<file path="src/rtl/uart_rx_unit.sv">
// UART receiver: 16x oversampled 8-bit frames with optional odd/even parity and one stop bit.
// Reports each byte with a one-cycle strobe plus parity and framing error flags.
module uart_rx_unit #(
  parameter int CLK_HZ = 50_000_000,
  parameter int OVS    = 16
) (
  input  logic       clock,
  input  logic       reset,
  input  logic       rx_in,
  input  logic [1:0] parity_type,
  input  logic [1:0] baud_rate,
  output logic [7:0] data_out,
  output logic       data_valid,
  output logic       parity_error,
  output logic       stop_error,
  output logic       active_flag,
  output logic       done_flag
);

  localparam int D0 = CLK_HZ / (2400 * OVS);
  localparam int D1 = CLK_HZ / (4800 * OVS);
  localparam int D2 = CLK_HZ / (9600 * OVS);
  localparam int D3 = CLK_HZ / (19200 * OVS);
  localparam int DW = (D0 > 1) ? $clog2(D0) : 1;
  localparam int OW = $clog2(OVS);

  typedef enum logic [2:0] {
    S_IDLE, S_START, S_DATA, S_PARITY, S_STOP, S_DONE
  } state_t;

  state_t          state_q, state_d;
  logic            sync1_q, rx_s_q, armed_q;
  logic [DW-1:0]   tick_cnt_q;
  logic [OW-1:0]   os_cnt_q;
  logic [2:0]      bit_idx_q;
  logic [7:0]      shift_q;
  logic [1:0]      baud_q, parity_q;
  logic            par_err_q, stop_bad_q;
  logic [7:0]      data_out_q, data_out_d;
  logic            data_valid_q, data_valid_d;
  logic            parity_error_q, parity_error_d;
  logic            stop_error_q, stop_error_d;
  logic            active_q, active_d;
  logic            done_q, done_d;
  logic [DW-1:0]   div_m1_s;
  logic            tick_s, samp_s, start_s, par_en_s;

  always_comb begin
    div_m1_s = DW'(D3 - 1);
    case (baud_q)
      2'b00:   div_m1_s = DW'(D0 - 1);
      2'b01:   div_m1_s = DW'(D1 - 1);
      2'b10:   div_m1_s = DW'(D2 - 1);
      default: div_m1_s = DW'(D3 - 1);
    endcase
  end

  assign tick_s   = (tick_cnt_q == div_m1_s);
  // The start bit is probed at half a bit, every later bit one full bit after the previous probe.
  assign samp_s   = tick_s && ((state_q == S_START) ? (os_cnt_q == OW'(OVS / 2 - 1))
                                                    : (os_cnt_q == OW'(OVS - 1)));
  assign start_s  = (state_q == S_IDLE) && armed_q && !rx_s_q;
  assign par_en_s = (parity_q == 2'b01) || (parity_q == 2'b10);

  // FSM state register
  always_ff @(posedge clock) begin
    if (reset) begin
      state_q <= S_IDLE;
    end else begin
      state_q <= state_d;
    end
  end

  // FSM next-state logic
  always_comb begin
    state_d = state_q;
    case (state_q)
      S_IDLE:   if (start_s) state_d = S_START; else state_d = S_IDLE;
      S_START:  if (samp_s) state_d = rx_s_q ? S_IDLE : S_DATA; else state_d = S_START;
      S_DATA:   if (samp_s && (bit_idx_q == 3'd7)) state_d = par_en_s ? S_PARITY : S_STOP;
                else state_d = S_DATA;
      S_PARITY: if (samp_s) state_d = S_STOP; else state_d = S_PARITY;
      S_STOP:   if (samp_s) state_d = S_DONE; else state_d = S_STOP;
      S_DONE:   state_d = S_IDLE;
      default:  state_d = S_IDLE;
    endcase
  end

  // FSM output logic: next values of the registered outputs
  always_comb begin
    data_out_d     = data_out_q;
    data_valid_d   = 1'b0;
    parity_error_d = parity_error_q;
    stop_error_d   = stop_error_q;
    active_d       = active_q;
    done_d         = done_q;
    case (state_q)
      S_IDLE: begin
        if (start_s) begin
          active_d = 1'b1;
          done_d   = 1'b0;
        end else begin
          active_d = active_q;
        end
      end
      S_START: begin
        if (samp_s && rx_s_q) active_d = 1'b0; else active_d = active_q;
      end
      S_DONE: begin
        data_out_d     = shift_q;
        data_valid_d   = 1'b1;
        parity_error_d = par_err_q;
        stop_error_d   = stop_bad_q;
        active_d       = 1'b0;
        done_d         = 1'b1;
      end
      default: data_valid_d = 1'b0;
    endcase
  end

  // Synchroniser, baud/oversample counters, shift register and per-frame error capture
  always_ff @(posedge clock) begin
    if (reset) begin
      sync1_q    <= 1'b1;
      rx_s_q     <= 1'b1;
      armed_q    <= 1'b0;
      tick_cnt_q <= '0;
      os_cnt_q   <= '0;
      bit_idx_q  <= 3'd0;
      shift_q    <= 8'h00;
      baud_q     <= 2'b00;
      parity_q   <= 2'b00;
      par_err_q  <= 1'b0;
      stop_bad_q <= 1'b0;
    end else begin
      sync1_q <= rx_in;
      rx_s_q  <= sync1_q;
      if (start_s) armed_q <= 1'b0;
      else if (rx_s_q) armed_q <= 1'b1;
      if (start_s) begin
        tick_cnt_q <= '0;
        os_cnt_q   <= '0;
        bit_idx_q  <= 3'd0;
        baud_q     <= baud_rate;
        parity_q   <= parity_type;
        par_err_q  <= 1'b0;
        stop_bad_q <= 1'b0;
      end else if ((state_q != S_IDLE) && (state_q != S_DONE)) begin
        tick_cnt_q <= tick_s ? '0 : tick_cnt_q + DW'(1);
        if (tick_s) os_cnt_q <= samp_s ? '0 : os_cnt_q + OW'(1);
        if (samp_s) begin
          case (state_q)
            S_DATA: begin
              shift_q   <= {rx_s_q, shift_q[7:1]};
              bit_idx_q <= bit_idx_q + 3'd1;
            end
            S_PARITY: par_err_q <= (parity_q == 2'b01) ? ((^shift_q) == rx_s_q)
                                                       : ((^shift_q) != rx_s_q);
            S_STOP:   stop_bad_q <= ~rx_s_q;
            default:  stop_bad_q <= stop_bad_q;
          endcase
        end
      end
    end
  end

  // Registered outputs
  always_ff @(posedge clock) begin
    if (reset) begin
      data_out_q     <= 8'h00;
      data_valid_q   <= 1'b0;
      parity_error_q <= 1'b0;
      stop_error_q   <= 1'b0;
      active_q       <= 1'b0;
      done_q         <= 1'b0;
    end else begin
      data_out_q     <= data_out_d;
      data_valid_q   <= data_valid_d;
      parity_error_q <= parity_error_d;
      stop_error_q   <= stop_error_d;
      active_q       <= active_d;
      done_q         <= done_d;
    end
  end

  assign data_out     = data_out_q;
  assign data_valid   = data_valid_q;
  assign parity_error = parity_error_q;
  assign stop_error   = stop_error_q;
  assign active_flag  = active_q;
  assign done_flag    = done_q;

endmodule

</file>
<file path="config.mk">
export PLATFORM = sky130hd
export DESIGN_NAME = uart_rx_unit
export DESIGN_NICKNAME = d
export VERILOG_FILES = /design/src/rtl/uart_rx_unit.sv
export SDC_FILE = /design/constraint.sdc
export NUM_CORES = 1
export LEC_CHECK = 0
export ABC_AREA = 1
export CORE_MARGIN = 2
export CORE_UTILIZATION = 50
export DETAILED_ROUTE_END_ITERATION = 16
export HOLD_SLACK_MARGIN = 0.12
export PLACE_DENSITY_LB_ADDON = 0.15
export REMOVE_ABC_BUFFERS = 1
export SYNTH_ARGS = -nofsm -noshare
export SYNTH_HDL_FRONTEND = slang
export SYNTH_SLANG_ARGS = --single-unit
</file>
<file path="constraint.sdc">
create_clock -name clock -period 1.75 [get_ports clock]
set_input_delay 0.35 -clock clock [delete_from_list [all_inputs] [get_ports clock]]
set_output_delay 0.35 -clock clock [all_outputs]
set_load 0.05 [all_outputs]
</file>
; After elaboration in Yosys (flattened, before gate mapping)
; Index checks and enable logic that the tools add are counted.
[totals]
reg_bits = 51
input_bits = 7
out_inout_bits = 13
word_cells = 82
[op_classes]
addsub = 3
n_eq_ne = 18
n_mux = 19
n_bitwise = 2
reduce_logical = 22
[op_table]
columns = operator, count
row1 = case mux 11 bit (3 select lines), 1
row2 = case mux 3 bit (5 select lines), 1
row3 = AND reduction 3 bit, 4
row4 = adder 11 x 1 -> 11 bit (second input constant), 1
row5 = == test 11 bit, 1
row6 = two-way mux 11 bit, 1
row7 = == test 3 bit (second input constant), 3
row8 = two-way mux 3 bit, 3
row9 = two-way mux 1 bit, 8
row10 = parity 8 bit, 1
row11 = == test 3 x 2 -> 1 bit (second input constant), 2
row12 = logical AND 1 bit, 6
row13 = nonzero test 3 bit, 2
row14 = adder 4 x 1 -> 4 bit (second input constant), 1
row15 = == test 2 x 1 -> 1 bit (second input constant), 2
row16 = == test 2 bit (second input constant), 2
row17 = == test 4 x 3 -> 1 bit (second input constant), 1
row18 = == test 4 bit (second input constant), 1
row19 = two-way mux 2 bit, 2
row20 = two-way mux 4 bit, 1
row21 = AND reduction 2 bit, 2
row22 = AND reduction 4 bit, 1
row23 = adder 3 x 1 -> 3 bit (second input constant), 1
row24 = == test 3 x 1 -> 1 bit (second input constant), 1
row25 = other kinds (14), 15

; Longest topological paths before layout
[depth]
word_depth = 7
mapped_depth = 14
ltp_nobuf = 13

; Worst setup path before layout
; OpenSTA, ideal clock, no wires.
[synth_timing]
path_type = flip-flop to flip-flop
from = register baud_q[0]
to = register bit_idx_q[1]
setup_ns = 0.113
t_arrival_ns = 1.684
required_time_ns = 1.637
setup_slack_ns = -0.047
path_stages_with_launch = 13
path_buffers = 1
synth_period_minus_slack_ns = 1.797
cell_sequence = dfxtp_1 > inv_1 > ha_1 > nor2_1 > nor2_1 > nor2_1 > nand2_1 > nor2_4 > and2_4 > nand3_2 > buf_6 > o21ai_2 > nor2_1
[synth_via]
elab_chain_len = 5
word_cells_on_any_way = 7
classes_between = eq/ne (3) / mux (1) / reduce/logical (3)
[synth_lines]
columns = element, line_no
row1 = from (decl), 37  ; logic [1:0] baud_q, parity_q;
row2 = from (signal assigned), 144  ; baud_q <= baud_rate;
row3 = == test 2 bit (tied with other cells), 50  ; case (baud_q)
row4 = case mux 11 bit (3 select lines) *, 50
row5 = == test 11 bit *, 58  ; assign tick_s = (tick_cnt_q == div_m1_s);
row6 = logical AND 1 bit *, 60  ; assign samp_s = tick_s && ((state_q == S_START) ? (os_cnt_q == OW'(OVS / 2 - 1))
row7 = AND reduction 3 bit (no line) *, -
row8 = to (signal assigned), 155  ; bit_idx_q <= bit_idx_q + 3'd1;
row9 = to (decl), 35  ; logic [2:0] bit_idx_q;
; Mark *: on every way between the ends. The rest lies on a longest branch, timed or not.
; A chain may end at the register's enable or synchronous reset.

; Worst setup path in the final report
[layout_timing]
from = register baud_q[0]
to = register bit_idx_q[0]
; The elaborated chain is that of the path after synthesis.

==> flow_summary.json <==
{
  "outcome": "finished, violations left",
  "violations": "negative setup slack",
  "grt_overflow": 0,
  "synth.avg_cell_area_um2": 6.97,
  "fin_crit_sh": 1.04,
  "cts_tree": "done",
  "portBuffers": 19,
  "cts_root_buffer": "clkbuf_8",
  "maxCapViolCount": 0,
  "cp.required_ns": 1.99,
  "relSlewSlack": 0.638,
  "yosysSeqAreaShare": 0.383,
  "synth_ff_type": "dfxtp_1",
  "start_util": 0.521,
  "final_cell_count_no_fill": 507,
  "synth_seq_cells": 51,
  "finalPower_mw": 2.22,
  "synth_edf_count": 0,
  "hold_ws_ns": 0.415,
  "vias": 2560,
  "worst_setup_path_end_kind": "flop",
  "vdd_drop_max_v": 0.000501,
  "drt-total-wl_um": 6530,
  "num-nets-final": 453,
  "p_per_area_mw_per_mm2": 619,
  "use_met3": 0.0329,
  "yosys_warnings": 0,
  "hold_viol_final": 0,
  "gp_congestion": 0.854,
  "cts_made_buffers": 5,
  "setup_violations": 18,
  "final.min_clock_period_ns": 1.82,
  "synth_most_common_cell": "nand2_1",
  "synth_xor_area_frac": 0.0493,
  "p_leak_nw": 1.47,
  "worstHoldPathType": "flop to flop",
  "fmax_ghz": 0.550,
  "ctsHoldBuffers": 0,
  "netlist_top_cells_count": "76 x nand2_1, 62 x nor2_1, 51 x dfxtp_1",
  "ys_top_cells_by_area": "dfxtp_1 38%, nand2_1 11%, nor2_1 8.7%, inv_1 5.5%, a21oi_1 5.5%",
  "drc_errors": 0,
  "cp.arrival_ns": 2.06,
  "drt_iter0_markers": 125,
  "area_growth_syn_to_layout_pct": 34.6,
  "ys_types": 34,
  "place_ws_ns": -0.380,
  "globalRouteMet2Util": 0.345,
  "yosys.area_share.simple": 0.316,
  "drive_above_1_share": 0.314,
  "n_antenna_cell": 0,
  "h-tree-depth": 2,
  "final-max-slew-violation-count": 0,
  "placed_cells": 492,
  "grt_pass1_wl_um": 10900,
  "crit_top_cell": "nand2_2",
  "synthAdderAreaFrac": 0.0423,
  "synth.area.mux_share": 0,
  "synth-compound-area-share": 0.123,
  "antenna_left": 0,
  "post-dp-hpwl_um": 4610,
  "clock_skew_ns": 0.00624,
  "synth.top_cell.area_share": 0.383,
  "core_mm2": 0.00511,
  "synth_top_family_by_area": "simple AND/OR/NAND/NOR gates",
  "grt_use_total": 0.225,
  "critPathLaunchType": "flop",
  "max_stage_delay_ns": 0.38,
  "ios": 20,
  "final_util": 0.702,
  "wire_per_inst_um": 12.9,
  "grt_max_degree": 17,
  "dr.pass1.iters": 4,
  "ys_async_sr_fraction": 0,
  "viasPerCell": 5.05,
  "grt_pass1_vias": 2259,
  "crit_fanout": 12,
  "grt_use_met1": 0.336,
  "die_x_um": 77.0,
  "row_count": 26,
  "antenna_found_initial": 0,
  "cp_slowest_cell": "dfxtp_4",
  "critical_path_class": "flop to flop",
  "synth_area_mm2": 0.00266,
  "dieArea_mm2": 0.00593,
  "cts_sinks": 51,
  "synth_area_leader_cell": "dfxtp_1",
  "crit_path_cell_trace": "buf_4 > ha_4 > inv_1 > nand2_2 > nand2_1 > nor2_2 > nand2_2 > nor2_4 > nand3_4 > nor2_4 > buf_12 > nand2_2 > a21oi_2",
  "clk_latency_ns": 0.30,
  "clk_pin_slew_ns": 0.09,
  "grt.busiest_layer": "met2",
  "setup_slack_ns": -0.0691,
  "syn-instance-count": 382,
  "rsz0062_at_grt": "true",
  "worst_slew_pin_slew_ns": 0.540,
  "clock_path_buffers": 2,
  "die_h_um": 77.0
}
==> stage by stage <==
stage               setup TNS, ns  instance area (um2)
floorplan                  -0.429                 2590
global placement            -6.57                 3110
detailed placement          -7.86                 3110
CTS                         -1.21                 3390
global route                -4.16                 3580
finish                     -0.740                 3580
==> cells in the final DEF (no fill, tap or decap), types with 4 or more instances in the layout <==
| cell | count |
|---|---|
| a21oi_2 | 7 |
| clkbuf_8 | 5 |
| ha_1 | 5 |
| o21ai_1 | 12 |
| a21oi_1 | 23 |
| nand4_1 | 6 |
| o21ai_0 | 11 |
| nand2_4 | 4 |
| inv_1 | 34 |
| xor2_1 | 5 |
| nor2_1 | 51 |
| nand3_4 | 4 |
| ha_4 | 4 |
| nor2_4 | 8 |
| buf_6 | 5 |
| o21ai_2 | 6 |
| dfxtp_1 | 47 |
| clkdlybuf4s50_1 | 6 |
| inv_2 | 6 |
| nand2_1 | 62 |
| xnor2_1 | 7 |
| nor3_1 | 6 |
| nor2_2 | 7 |
| buf_4 | 45 |
| nand3_1 | 18 |
| nand2_2 | 15 |
==> critical path, delay by kind of cell (launching register included) <==
family          cells  cell delay [ns]
simple gates        8             0.79
flops               1             0.38
buf+inv             3             0.31
fa+ha+maj           1             0.14
compound gates      1             0.12
==> repair_timing <==
| action | CTS | global route |
|---|---|---|
| endpoints found under the hold margin | 0 | 0 |
| pin swaps | 13 | 25 |
| setup buffers | 4 | 3 |
| gates resized for setup | 41 | 49 |
| gates cloned | 1 | 1 |
| setup endpoints to repair | 32 | 33 |
==> flip-flops by register name, indices dropped and copies added, names as in the netlist, 2 cells and up <==
register    count
baud_q          2
bit_idx_q       3
data_out        8
os_cnt_q        4
parity_q        2
shift_q         8
state_q         3
tick_cnt_q     11
==> final timing paths <==
path	startpoint	to	slack, ns	depth (start not counted)
max	baud_q[0]$_SDFFE_PP0P_	bit_idx_q[0]$_SDFFE_PP0P_	-0.07	13
min	sync1_q$_SDFF_PP1_	rx_s_q$_SDFF_PP1_	0.41	1
max reg2reg	baud_q[0]$_SDFFE_PP0P_	bit_idx_q[0]$_SDFFE_PP0P_	-0.07	13
min reg2reg	sync1_q$_SDFF_PP1_	rx_s_q$_SDFF_PP1_	0.41	1
==> logic make-up after synthesis <==
| family | after synthesis |
|---|---|
| and+or+nand+nor | 190 |
| xor gates and xnor gates | 15 |
| adders and majority gates | 9 |
| AOI/OAI and AO/OA | 62 |
| DFF | 51 |
| buffers and inverters | 55 |
==> metal layers <==
metal / up-vias / part of all wire
met5: - / 0
met4: 0 / 0.0032
met3: 2 / 0.061
met2: 66 / 0.44
met1: 1152 / 0.49
li1: 1340 / -
==> final cells by class <==
class | instances | area [um2]
Tap cell | 70 | 87.6
Clock inverter | 2 | 37.5
Inverter | 43 | 169
Clock buffer | 5 | 68.8
Fill cell | 448 | 1520
Timing Repair Buffer | 58 | 494
Multi-Input combinational cell | 278 | 1700
Sequential cell | 51 | 1030
==> power breakdown <==
group	leakage [nW]	internal, mW	total [mW]	switching (mW)
logic	1.00	0.111	0.241	0.130
clock network	0.0502	0.418	0.800	0.382
registers	0.414	1.17	1.18	0.00804
(Power assumes the default switching activity.)
